## config.mk

```make
export PLATFORM = sky130hd
export DESIGN_NAME = matmul_result_drain
export DESIGN_NICKNAME = d
export VERILOG_FILES = /design/src/rtl/matmul_result_drain.sv
export SDC_FILE = /design/constraint.sdc
export NUM_CORES = 1
export LEC_CHECK = 0
export CAP_MARGIN = 10
export CORE_MARGIN = 2
export CORE_UTILIZATION = 50
export CTS_CLUSTER_DIAMETER = 100
export DETAILED_ROUTE_END_ITERATION = 7
export HOLD_SLACK_MARGIN = 0.05
export PLACE_DENSITY = 0.77
export SLEW_MARGIN = 20
export SYNTH_ARGS = -nofsm -noshare
export SYNTH_HDL_FRONTEND = slang
export SYNTH_SLANG_ARGS = --single-unit
```

## constraint.sdc

```tcl
create_clock -name clk_i -period 2.95 [get_ports clk_i]
set_clock_uncertainty 0.1 [all_clocks]
set_input_delay 0.885 -clock clk_i [delete_from_list [all_inputs] [get_ports clk_i]]
set_output_delay 0.885 -clock clk_i [all_outputs]
set_load 0.1 [all_outputs]
```

## src/rtl/matmul_result_drain.sv

```systemverilog
// Drains a captured matrix-multiply result grid as a row-major valid/ready
// element stream, one element per accepted handshake, after the shifter reports done.
module matmul_result_drain #(
    parameter int DATA_WIDTH = 8,
    parameter int BUS_WIDTH  = 32,
    localparam int MAX_DIM   = BUS_WIDTH / DATA_WIDTH
) (
    input  logic                                 clk_i,
    input  logic                                 rst_n_i,
    input  logic                                 done_i,
    input  logic [BUS_WIDTH*MAX_DIM*MAX_DIM-1:0] c_flat_i,
    input  logic [1:0]                           N_i,
    input  logic [1:0]                           M_i,
    input  logic                                 c_ready_i,
    output logic                                 c_valid_o,
    output logic [BUS_WIDTH-1:0]                 c_data_o,
    output logic [1:0]                           c_row_o,
    output logic [1:0]                           c_col_o,
    output logic                                 c_last_o,
    output logic                                 busy_o,
    output logic                                 drain_done_o,
    output logic [1:0]                           state_dbg_o
);

    localparam int FLAT_W = BUS_WIDTH * MAX_DIM * MAX_DIM;

    // Handshake: an element moves on a rising edge where c_valid_o and c_ready_i
    // are both high; while c_valid_o is high and no transfer happens, every output holds.
    typedef enum logic [1:0] {
        IDLE  = 2'd0,
        DRAIN = 2'd1,
        DONE  = 2'd2
    } state_t;

    state_t              state_q, state_d;
    logic                done_q;
    logic                arm_q, arm_d;
    logic [FLAT_W-1:0]   snap_q, snap_d;
    logic [2:0]          n_q, n_d;
    logic [2:0]          m_q, m_d;
    logic [1:0]          row_q, row_d;
    logic [1:0]          col_q, col_d;
    logic                valid_q, valid_d;
    logic                drain_done_q, drain_done_d;

    logic                start;
    logic                xfer;
    logic                at_last_col;
    logic                at_last_row;
    logic [3:0]          elem_idx;

    // arm_q stays low after reset until done_i has been seen low, so a done
    // level still high at reset release cannot be mistaken for a fresh start.
    assign start       = done_i & ~done_q & arm_q;
    assign xfer        = valid_q & c_ready_i;
    assign at_last_col = ({1'b0, col_q} == (m_q - 3'd1));
    assign at_last_row = ({1'b0, row_q} == (n_q - 3'd1));
    assign elem_idx    = {row_q, col_q};

    always_comb begin
        state_d      = state_q;
        arm_d        = arm_q | ~done_i;
        snap_d       = snap_q;
        n_d          = n_q;
        m_d          = m_q;
        row_d        = row_q;
        col_d        = col_q;
        valid_d      = valid_q;
        drain_done_d = 1'b0;
        case (state_q)
            IDLE: begin
                if (start) begin
                    snap_d  = c_flat_i;
                    n_d     = {1'b0, N_i} + 3'd1;
                    m_d     = {1'b0, M_i} + 3'd1;
                    row_d   = 2'd0;
                    col_d   = 2'd0;
                    valid_d = 1'b1;
                    state_d = DRAIN;
                end
            end
            DRAIN: begin
                if (xfer) begin
                    if (at_last_row && at_last_col) begin
                        valid_d      = 1'b0;
                        drain_done_d = 1'b1;
                        row_d        = 2'd0;
                        col_d        = 2'd0;
                        state_d      = DONE;
                    end else if (at_last_col) begin
                        col_d = 2'd0;
                        row_d = row_q + 2'd1;
                    end else begin
                        col_d = col_q + 2'd1;
                    end
                end
            end
            DONE: begin
                if (!done_i) begin
                    state_d = IDLE;
                end
            end
            default: begin
                valid_d = 1'b0;
                state_d = IDLE;
            end
        endcase
    end

    always_ff @(posedge clk_i or negedge rst_n_i) begin
        if (!rst_n_i) begin
            state_q      <= IDLE;
            done_q       <= 1'b0;
            arm_q        <= 1'b0;
            snap_q       <= '0;
            n_q          <= 3'd0;
            m_q          <= 3'd0;
            row_q        <= 2'd0;
            col_q        <= 2'd0;
            valid_q      <= 1'b0;
            drain_done_q <= 1'b0;
        end else begin
            state_q      <= state_d;
            done_q       <= done_i;
            arm_q        <= arm_d;
            snap_q       <= snap_d;
            n_q          <= n_d;
            m_q          <= m_d;
            row_q        <= row_d;
            col_q        <= col_d;
            valid_q      <= valid_d;
            drain_done_q <= drain_done_d;
        end
    end

    assign c_valid_o    = valid_q;
    assign c_data_o     = snap_q[elem_idx*BUS_WIDTH +: BUS_WIDTH];
    assign c_row_o      = row_q;
    assign c_col_o      = col_q;
    assign c_last_o     = valid_q & at_last_row & at_last_col;
    assign busy_o       = (state_q == DRAIN);
    assign drain_done_o = drain_done_q;
    assign state_dbg_o  = state_q;

endmodule
```

==> impl_metrics.toml <==
[outcome]
status = "finished with violations"
violations = "negative setup slack"

[hold_path]
holdCritPathClass = "in -> async"

[yosys]
synth-xor-area-share_pct = 0.2245
ys_seq_area_share_pct = 56.44
async_reset_ff_share_pct = 100.0
muxShareOfSynthArea_pct = 37.14
synth_edf_count = 0
synth_top_family_by_area = "multiplexers"
synthesis.area_sq_um = 23410
synth_cell_types = 32
synth_top_cell_by_area = "dfrtp_1"
synthSimpleGateAreaFrac_pct = 1.117
synthFlopType = "dfrtp_1"
ys_ff_latch = 528
synth_top_cell_area_share_pct = 56.44
syn_avg_cell_area_sq_um = 16.39
yosys-top-cells-area = "dfrtp_1 (56%), mux2_2 (25%), mux4_2 (12%)"
synth_compound_area_share_pct = 2.480
synthAdderAreaFrac_pct = 0.2138
yosysWarnings = 0
synth_common_cells = "dfrtp_1 (528), mux2_2 (516), mux4_2 (128)"
syn_nets = 1952
syn_inst = 1428
synth_most_common_cell = "dfrtp_1"

[detailed_routing]
viasPerCell = 5.681
drtIter0Drc = 956
drc_errors = 0
wl_mm = 71.70
wire_per_inst_microns = 26.38
ant_nets = 0
num_vias = 15440
dr.pass1.iters = 4

[timing]
hold_slack_ns = 0.1482
fin_crit_ns = 3.625
max_freq_mhz = 275.8
setup_ws_ns = -0.6754
maxSlewViolCount = 0
worst_pin_slew_ns = 0.5519
fin_tns_setup_ns = -19.12
max_slew_margin_pct = 63.12
grt_setup_unrepaired = "yes"
fin_crit_sh_pct = 122.9
finalSetupViolCount = 33
finalHoldViolCount = 0

[clock_network]
cts.sinks = 528
cts-buffers-inserted = 55
cts_buffer_depth = 3
htreeDepth = 2
cts_tree = "yes"
clk_pin_slew_worst_paths_ns = 0.06
clk_latency_ns = 0.59
root_buffer = "clkbuf_16"
cts_hold_buf = 0

[final_layout]
utilization_pct = 72.49
layout-area-overhead-vs-synth_pct = 43.57
nNetsFinal = 2568
layout-drive-gt1-share_pct = 47.10
finalNonFillerCells = 2718
fin_area_sq_um = 33610

[global_routing]
grt_max_degree = 85
overflow = 0
grt_pass1_wl_mm = 103.7
grt_pass1_vias = 16720
track_usage_pct = 29.47
antenna_found_initial = 41

[worst_setup_path]
cp_cell_sequence = "buf_12 > buf_16 > buf_12 > mux4_2 > a22oi_2 > nand2_4 > buf_12"
crit_type = "reg -> out"
cpLargestDelayFamily = "buffers and inverters"
end_kind = "output pin"
arrival_ns = 2.64
start_kind = "register"
cp_common_cell = "buf_12"
cp.buffers_inverters = 4
cp.required_ns = 1.97
cpPeakStageDelay_ns = 0.48
slowest_stage = "dfrtp_4"
crit_fanout = 5

[placed_design]
post-dp-hpwl_mm = 52.40
placed_cells = 2576
numPortBuffers = 561
gp_congestion = 0.8679
placed_area_sq_um = 31300

[floorplanning]
num_rows = 79
die_h_microns = 220.4
start_util_pct = 50.50
core_area_sq_um = 46360
io_pins = 562
die_area_sq_um = 48570
die_width_microns = 220.4

[run]
drv_cap = 0

[pwr]
ir_drop_v = 0.0004768
powerDensity_nw_per_um2 = 492.3
p_leak_uw = 0.01581
==> metrics by stage <==
stage | power [uW] | setup slack [ns]
floorplan | 8204 | -0.05643
global placement | 9480 | -0.04555
detailed placement | 9489 | -0.05950
CTS | 16620 | -0.6965
global route | 17100 | -0.7181
finish | 16550 | -0.6754
==> path summary, 6_finish.rpt <==
kind                       startpoint      endpoint  slack, ns  cells after the start
setup / recovery           c_col_o[0]  c_data_o[10]      -0.68                      7
hold / removal                rst_n_i    snap_q[98]       0.15                      1
setup reg to reg           c_col_o[0]    c_row_o[1]       0.68                      8
hold reg to reg                 arm_q         arm_q       0.37                      1
max in group asynchronous     rst_n_i   snap_q[100]       1.67                      2
min in group clk_i              arm_q         arm_q       0.37                      1
==> state kept, by name, indices dropped and copies added (netlist names) <==
name and flops:
m_q 3, done_q 1, state_dbg_o 2, drain_done_o 1, arm_q 1, n_q 3
c_col_o 2, c_row_o 2, c_valid_o 1, snap_q 512
==> final cells by class <==
| cell class | count | area (sq um) |
|---|---|---|
| inverter | 8 | 30.03 |
| fill | 3029 | 12750 |
| clock buffer | 80 | 1600 |
| timing repair buffer | 661 | 7432 |
| tap | 607 | 759.5 |
| antenna | 28 | 70.07 |
| clock inverter | 16 | 217.7 |
| multi-input combinational | 790 | 10270 |
| sequential | 528 | 13230 |
==> power by group <==
group          switching [uW]  leakage [uW]  total [uW]  internal, uW
combinational             970       0.00756        2260          1290
sequential               25.5       0.00735        7280          7260
clock                    2830      0.000898        7010          4170
total                    3830        0.0158       16500         12700
==> layout by cell type (no fill, tap or decap), types with 2 or more instances in the layout <==
cell             netlist  routed
clkinv_2               0       8
buf_12                 0      70
buf_8                  0       3
nand2_4                0      33
buf_6                  8      10
diode_2                0      28
clkbuf_16              0      58
nand2_1               38       5
xnor2_1                2       2
clkbuf_8               0      13
inv_1                  8       8
bufinv_16              0       5
dfrtp_1              528     524
buf_16                 0       8
ha_1                   4       4
xor2_1                 4       2
buf_4                  1      48
clkbuf_1              25      12
clkdlybuf4s50_1        0     518
dfrtp_4                0       3
nand3_1                4       3
nand2b_1               5       5
mux4_2               128     128
a22oi_2                0      64
nor2b_4                0       2
o21ai_0                7       7
mux2_2               516     516
==> kinds of logic after synthesis <==
kind of cell,after synthesis
AOI/OAI and AO/OA,79
xor gates and xnor gates,6
adders and majority gates,4
buffers and inverters,110
DFF,528
muxes,644
and+or+nand+nor,57
==> timing repair <==
action	in CTS	in global routing
pin swaps	13	15
endpoints found under the setup margin	33	33
setup buffers	3	7
cloned	5	3
gates resized for setup	16	7
==> routing by layer <==
layer  track usage [%]  wire, microns  vias up
met5                 0            205        -
met3             9.196           6333      151
met1             39.63          29320     8010
li1                  -              -     6634
met2             45.15          33460      612
met4             11.43           2381       34
Note: power is estimated with default switching activity, not from simulation.
